<file path="config.mk">
export PLATFORM = sky130hd
export DESIGN_NAME = pc_redirect_unit
export DESIGN_NICKNAME = d
export VERILOG_FILES = /design/src/rtl/pipe_pkg.sv /design/src/rtl/branch_target_adder.sv /design/src/rtl/pc_redirect_unit.sv
export SDC_FILE = /design/constraint.sdc
export NUM_CORES = 1
export LEC_CHECK = 0
export BUFFER_PORTS_ARGS = -buffer_cell sky130_fd_sc_hd__buf_2
export CAP_MARGIN = 40
export CORE_ASPECT_RATIO = 0.6
export CORE_UTILIZATION = 35
export DETAILED_ROUTE_END_ITERATION = 10
export PLACE_DENSITY = 0.71
export SETUP_SLACK_MARGIN = 0.02
export SLEW_MARGIN = 20
export SYNTH_ARGS = -nofsm -noshare
export SYNTH_HDL_FRONTEND = slang
export SYNTH_SLANG_ARGS = --single-unit
</file>
<file path="constraint.sdc">
create_clock -name clk -period 3 [get_ports clk]
set_input_delay 0.6 -clock clk [delete_from_list [all_inputs] [get_ports clk]]
set_output_delay 0.6 -clock clk [all_outputs]
set_load 0.05 [all_outputs]
</file>
<file path="src/rtl/pipe_pkg.sv">
// Shared pipeline constants and the next-PC selector encoding.
package pipe_pkg;

    localparam int unsigned     XLEN     = 32;
    localparam logic [XLEN-1:0] RESET_PC = 32'h0000_0000;
    localparam logic [XLEN-1:0] PC_INC   = 32'd4;

    typedef enum logic [1:0] {
        SEL_SEQ    = 2'd0,
        SEL_BRANCH = 2'd1,
        SEL_JUMP   = 2'd2,
        SEL_HOLD   = 2'd3
    } next_pc_sel_t;

endpackage

</file>
<file path="src/rtl/branch_target_adder.sv">
// Combinational branch target: PC+4 of the branch plus its word-aligned offset.
// Wraps modulo 2^XLEN; no overflow indication is produced.
module branch_target_adder
    import pipe_pkg::*;
#(
    parameter int unsigned XLEN = pipe_pkg::XLEN
) (
    input  logic               [XLEN-1:0] branch_pc_plus4,
    input  logic signed        [XLEN-1:0] branch_offset_sl2,
    output logic               [XLEN-1:0] br_target
);

    // Two's-complement add: a negative offset is just a large unsigned addend.
    always_comb begin
        br_target = branch_pc_plus4 + $unsigned(branch_offset_sl2);
    end

endmodule

</file>
<file path="src/rtl/pc_redirect_unit.sv">
// Program counter and IF/ID PC+4 latch with branch/jump redirect, stall hold,
// one-cycle IF/ID flush and a saturating count of taken redirects.
module pc_redirect_unit
    import pipe_pkg::*;
#(
    parameter int unsigned     XLEN     = pipe_pkg::XLEN,
    parameter logic [XLEN-1:0] RESET_PC = pipe_pkg::RESET_PC,
    parameter int unsigned     CNT_W    = 16
) (
    input  logic              clk,
    input  logic              rst_n,
    input  logic              stall,
    input  logic              branch_taken,
    input  logic [XLEN-1:0]   branch_pc_plus4,
    input  logic [XLEN-1:0]   branch_offset_sl2,
    input  logic              jump,
    input  logic [25:0]       jump_index,
    output logic [XLEN-1:0]   pc,
    output logic [XLEN-1:0]   if_id_pc_plus4,
    output logic              if_id_valid,
    output logic              flush,
    output logic [CNT_W-1:0]  redirect_count
);

    // Saturating increment: the counter sticks at all-ones instead of wrapping.
    function automatic logic [CNT_W-1:0] sat_inc(input logic [CNT_W-1:0] v);
        return (&v) ? v : v + CNT_W'(1);
    endfunction

    logic [XLEN-1:0]  pc_plus4;
    logic [XLEN-1:0]  br_target;
    logic [XLEN-1:0]  j_target;
    next_pc_sel_t     sel;

    logic [XLEN-1:0]  pc_nxt;
    logic [XLEN-1:0]  if_id_pc_plus4_nxt;
    logic             if_id_valid_nxt;
    logic             flush_nxt;
    logic             redirect;

    branch_target_adder #(
        .XLEN (XLEN)
    ) u_br_adder (
        .branch_pc_plus4   (branch_pc_plus4),
        .branch_offset_sl2 (branch_offset_sl2),
        .br_target         (br_target)
    );

    // Sequential fetch address and the pseudo-direct jump target.
    always_comb begin
        pc_plus4 = pc + XLEN'(PC_INC);
        j_target = {if_id_pc_plus4[XLEN-1:XLEN-4], jump_index, 2'b00};
    end

    // Priority select: a taken branch in EX is older than anything stalled or
    // jumping in ID, so it beats both; a jump under stall waits for the stall
    // to drop and is re-evaluated then.
    always_comb begin
        sel = SEL_SEQ;
        if (branch_taken) begin
            sel = SEL_BRANCH;
        end else if (stall) begin
            sel = SEL_HOLD;
        end else if (jump) begin
            sel = SEL_JUMP;
        end
    end

    // Next-state values for PC, IF/ID latch and flush from the selected path.
    always_comb begin
        pc_nxt             = pc_plus4;
        if_id_pc_plus4_nxt = pc_plus4;
        if_id_valid_nxt    = 1'b1;
        flush_nxt          = 1'b0;
        redirect           = 1'b0;
        unique case (sel)
            SEL_BRANCH: begin
                pc_nxt          = br_target;
                if_id_valid_nxt = 1'b0;
                flush_nxt       = 1'b1;
                redirect        = 1'b1;
            end
            SEL_JUMP: begin
                pc_nxt          = j_target;
                if_id_valid_nxt = 1'b0;
                flush_nxt       = 1'b1;
                redirect        = 1'b1;
            end
            SEL_HOLD: begin
                pc_nxt             = pc;
                if_id_pc_plus4_nxt = if_id_pc_plus4;
                if_id_valid_nxt    = if_id_valid;
            end
            default: begin
                pc_nxt             = pc_plus4;
                if_id_pc_plus4_nxt = pc_plus4;
                if_id_valid_nxt    = 1'b1;
            end
        endcase
    end

    // ---- IF -> ID stage boundary ----
    // PC and IF/ID register; reset wins over any redirect in flight.
    always_ff @(posedge clk) begin
        if (!rst_n) begin
            pc             <= RESET_PC;
            if_id_pc_plus4 <= RESET_PC + XLEN'(PC_INC);
            if_id_valid    <= 1'b0;
            flush          <= 1'b0;
        end else begin
            pc             <= pc_nxt;
            if_id_pc_plus4 <= if_id_pc_plus4_nxt;
            if_id_valid    <= if_id_valid_nxt;
            flush          <= flush_nxt;
        end
    end

    // Saturating redirect counter, stepped once per taken branch or jump.
    always_ff @(posedge clk) begin
        if (!rst_n) begin
            redirect_count <= '0;
        end else if (redirect) begin
            redirect_count <= sat_inc(redirect_count);
        end
    end

endmodule

</file>
# ---- After elaboration in Yosys (flattened, before gate mapping)
# Cells that the tools add are included.
# W data, S select, Z words.
dict set report totals {
  memories 0
  out_inout_bits 82
  regBits 82
  romBits 0
  ram_bits 0
  latch_bits 0
}
dict set report op_classes {
  n_mux 6
  n_bitwise 1
  shifts 0
  n_reduce_logical 3
  eq_ne 3
  addsub 3
  mul 0
  div_mod_pow 0
  magnitude_cmp 0
}
# operator count
set op_table {}
lappend op_table {{$pmux W32 S3} 1}
lappend op_table {{$add A32 B3 Y32 const B} 1}
lappend op_table {{$add A32 B32 Y32} 1}
lappend op_table {{$add A16 B1 Y16 const B} 1}
lappend op_table {{$reduce_and A16 Y1} 1}
lappend op_table {{$mux W2} 3}
lappend op_table {{$eq A2 B2 Y1 const B} 2}
lappend op_table {{$eq A2 B1 Y1 const B} 1}
lappend op_table {{$pmux W1 S2} 1}
lappend op_table {{$reduce_and A2 Y1} 1}
lappend op_table {{$reduce_or A2 Y1} 1}
lappend op_table {{$mux W1} 1}
lappend op_table {{$not A1 Y1} 1}

# ---- Longest topological paths before layout
dict set report logic_depth {
  word_depth 7
  depth_mapped 11
  ltp_nobuf 11
}

# ---- Modules after synthesis
# From an unflattened synthesis, not the netlist that was laid out.
dict set report unflattened {
  cells_unflattened 869
  hier_area_um2 6729.0
}
# mod area_each_um2 n_inst seq_area_each_um2 cells_per_inst
set modules_own_cells {}
lappend modules_own_cells {pc_redirect_unit 4683.2 1 1641.6 594}
lappend modules_own_cells {branch_target_adder 2045.7 1 0.0 275}

# ---- Worst setup path after synthesis
# Ideal clock, no wire load.
dict set report synth_path {
  path_kind {input port to flip-flop}
  start {in branch_pc_plus4[0]}
  end {reg pc[28]}
  cell_stages 10
  n_path_buf 0
  slack_ns 0.098
  arrival_ns 2.774
  t_required_ns 2.873
  setup_time_ns 0.127
  cell_sequence {ha_1 fa_1 a21o_2 nand4_4 a2111oi_4 nor2_2 a21oi_2 or4_4 nand3_2 or3b_1}
}
dict set report synth_between {
  elab_chain_cells 2
}
# item line
set synth_lines {}
lappend synth_lines {{start: declaration} pc_redirect_unit.sv:14} ;# input logic [XLEN-1:0] branch_pc_plus4,
lappend synth_lines {{$add A32 B32 Y32} branch_target_adder.sv:15} ;# br_target = branch_pc_plus4 + $unsigned(branch_offset_sl2);
lappend synth_lines {{$pmux W32 S3} pc_redirect_unit.sv:76} ;# unique case (sel)
lappend synth_lines {{end signal: assignment} pc_redirect_unit.sv:111} ;# pc <= pc_nxt;
lappend synth_lines {{end: declaration} pc_redirect_unit.sv:18} ;# output logic [XLEN-1:0] pc,
# Every way passes these cells.
# A chain may end at the register's enable or synchronous reset.

# ---- Worst setup path after layout
# Ends and elaborated chain as after synthesis.

==> impl_results.md <==
* CTS tree: built
* P_leak at 3.410 nW
* Fin cells at between 1000 and 1500
* Core Box Area at 16620 sq um
* H-tree levels at 3
* I/O pin count at 177
* Initial core utilization at between 30% and 40%
* Largest cells by area after synthesis: dfxtp_1, ha_1, a21oi_1
* F_max at 0.3598 GHz
* Die Wd at between 150 and 200 um
* Vias per cell at about 5.5
* Routed WL at roughly 19000 um
* Min cycle time layout at 2.780 ns
* Placed insts at 1181
* Part of the cycle the worst path needs at 92.65%
* Max Cap Viol at 0
* Comb power frac at around a third
* Root Buffer: clkbuf_16
* CP arrival at 3.00 ns
* Number of global-route vias before repair at a little under 6000
* Switch Pwr at approximately 1.4 mW
* WHS at 0.4588 ns
* Critical-path maximum fanout at 5
* Max VDD drop at about 260 uV
* Layout cells sized above 1 at approximately 28%
* Clock latency on the worst-skew pair at between 0.3 and 0.4 ns
* CTS buffer count at 9
* Synth Area in XOR/XNOR at a little under a tenth
* Resize count post-CTS at 0
* Slew headroom at around 68%
* Nets@finish at 1095
* Hold buffer count at CTS at 0
* Synth Flop Type: dfxtp_1
* Vias at 6587
* Setup TNS Final at 0 ns
* Register area share after synthesis at between 20% and 30%
* Sw frac at slightly below 40%
* Pins Over Slew Limit at 0
* Yosys reg bits at between 80 and 90
* Drt wl/cell at around 16 um
* GRT overflow at 0
* CP required at about 3.2 ns
* Register share of total power at about a third
* Ys Warns at 0
* Crit Path Category: in -> reg
* Outcome: completed
* Post-synthesis cell type count at 80
* Commonest cells after routing, fill and taps aside: buf_2, a21oi_1, dfxtp_1
* HPWL after DPL at 15390 um
* Site row count at 36
* Final Hold Viols at 0
* Die Footprint at 17960 sq um
* Post-Syn Area at around 6000 sq um
* Unrepaired setup endpoints after global routing: no
* Syn_area_per_cell at roughly 7.8 sq um
* Initial antenna violation count at 0
* Area fraction in compound gates after synthesis at 26.57%
* Drt first pass iters at 5
* DRT iter0 DRCs at roughly 470
* Utilization after layout at around 46%
* CTS sink cnt at a little over 80
* Clock buffer depth at 2
* First-pass GRT wire length at 30800 um
* Post-synth EDFFs at 0
* Internal at 2.190 mW
* Die Y at about 100 um
* Placer Congestion at 0.8885
* Power per cell area at between 400 and 500 nW/um^2
* Most common cell after layout, fill and taps aside: buf_2
* Setup crit end kind: flip-flop
* All-Layer GR Usage at a little over a fifth
* Syn nets at 913
* Clock network fraction of total power at a little under a third
* Port bufs at approximately 180
* Synth top area share at 26.94%
* FFs w/ async S/R, synth at 0%
* Area grow syn2layout at 26.14%
* Post-CTS Setup Bufs at 0
* Worst-Margin Slew at approximately 0.48 ns
* Largest family of logic cells by synthesized area: compound AO/OA/AOI/OAI gates
* Final ANT Viol Nets at 0
* Fillcell total at about 1700
* Pwr Total at between 3 and 4 mW
* Worst hold path type: reg -> reg
* Synth Area in Simple Gates at 23.12%
* ANT cells at 0
* Post-route DRC at 0
* Synth area leader: dfxtp_1
* Worst-path clk slew at approximately 0.070 ns
* Setup Skew at approximately 0.011 ns
* Post-synthesis adder-cell area fraction at 7.515%
* Setup violators final at 0
* Mapped Cells at 782
* Largest net degree at the start of global routing at 47
* Startpoint Class: input pin
* Post-synthesis mux area share at under 10%
-- per-stage QoR --
| step | cell area (sq um) | worst slack (ns) |
|---|---|---|
| finish | 7686 | 0.2205 |
| global route | 7686 | 0.1011 |
| CTS | 7686 | 0.2367 |
| detailed placement | 7392 | -0.1133 |
| global placement | 7392 | -0.07335 |
| floorplan | 6093 | 0.09834 |
-- state kept, by name, summed over array words and instances (netlist names) --
name / count
if_id_valid: 1
pc: 32
flush: 1
redirect_count: 16
if_id_pc_plus4: 32
-- power by group through the flow --
stage	registers (mW)	clock network, mW	logic (mW)
2_1_floorplan	1.53	0	0.609
4_1_cts	1.27	1.12	1.23
6_report	1.27	1.10	1.23
3_5_place_dp	1.29	0	1.22
3_3_place_gp	1.29	0	1.21
5_1_grt	1.29	1.18	1.33
-- metal layers --
metal,vias up,global-route usage [%],wire length (um)
li1,3233,-,-
met1,3049,31.63,9353
met2,292,32.86,8139
met3,13,4.756,1805
met4,0,3.666,151
met5,-,0,0
-- cell families after synthesis --
logic type,after synthesis
simple gates,271
mux,13
flops,82
fa+ha+maj,36
buf+inv,64
xor+xnor,64
compound gates,252
-- area by class of cell --
cell class              instances  area, sq um  area share [%]
repair buffers                221         1219           15.86
clock buffers                   9        225.2           2.930
flip-flops and latches         82         1642           21.36
multi-input cells             636         4194           54.57
clock inverters                 7        68.82          0.8953
well taps                     228        285.3           3.712
inverters                      14        52.55          0.6837
-- critical path, cell delays in order --
cell       delay, ns
buf_2           0.10
ha_1            0.21
fa_1            0.39
a21o_2          0.25
nand4_4         0.12
a2111oi_4       0.09
nor2_2          0.22
a21oi_2         0.11
or4_4           0.49
nand3_2         0.06
or3b_1          0.34
-- Yosys cell counts (6+ instances only) --
master    count
and4_1        8
clkbuf_1     34
nand2_1      66
and3_1       10
a22o_1        6
ha_1         35
nor2_1       73
nand4_1      13
a31oi_1       6
buf_2         6
xnor2_1      37
a22oi_1      16
mux2i_1       7
inv_1        13
a211oi_1      9
a21oi_1      83
a221oi_1     12
a21o_1       20
o21ai_0      56
dfxtp_1      82
nand3_1      30
nor3_1       20
xor2_1       27
and2_1       10
-- path summary, 6_finish.rpt --
| path | from | to | slack, ns | cells past startpoint |
|---|---|---|---|---|
| setup / recovery | branch_pc_plus4[0] | pc[28]$_SDFFE_PN0P_ | 0.22 | 11 |
| hold / removal | if_id_pc_plus4[3]$_SDFFE_PN0P_ | if_id_pc_plus4[3]$_SDFFE_PN0P_ | 0.46 | 2 |
| setup reg to reg | pc[2]$_SDFFE_PN0P_ | pc[28]$_SDFFE_PN0P_ | 0.27 | 8 |
| hold reg to reg | if_id_pc_plus4[3]$_SDFFE_PN0P_ | if_id_pc_plus4[3]$_SDFFE_PN0P_ | 0.46 | 2 |
No activity file was read; power rests on OpenSTA's default activity.
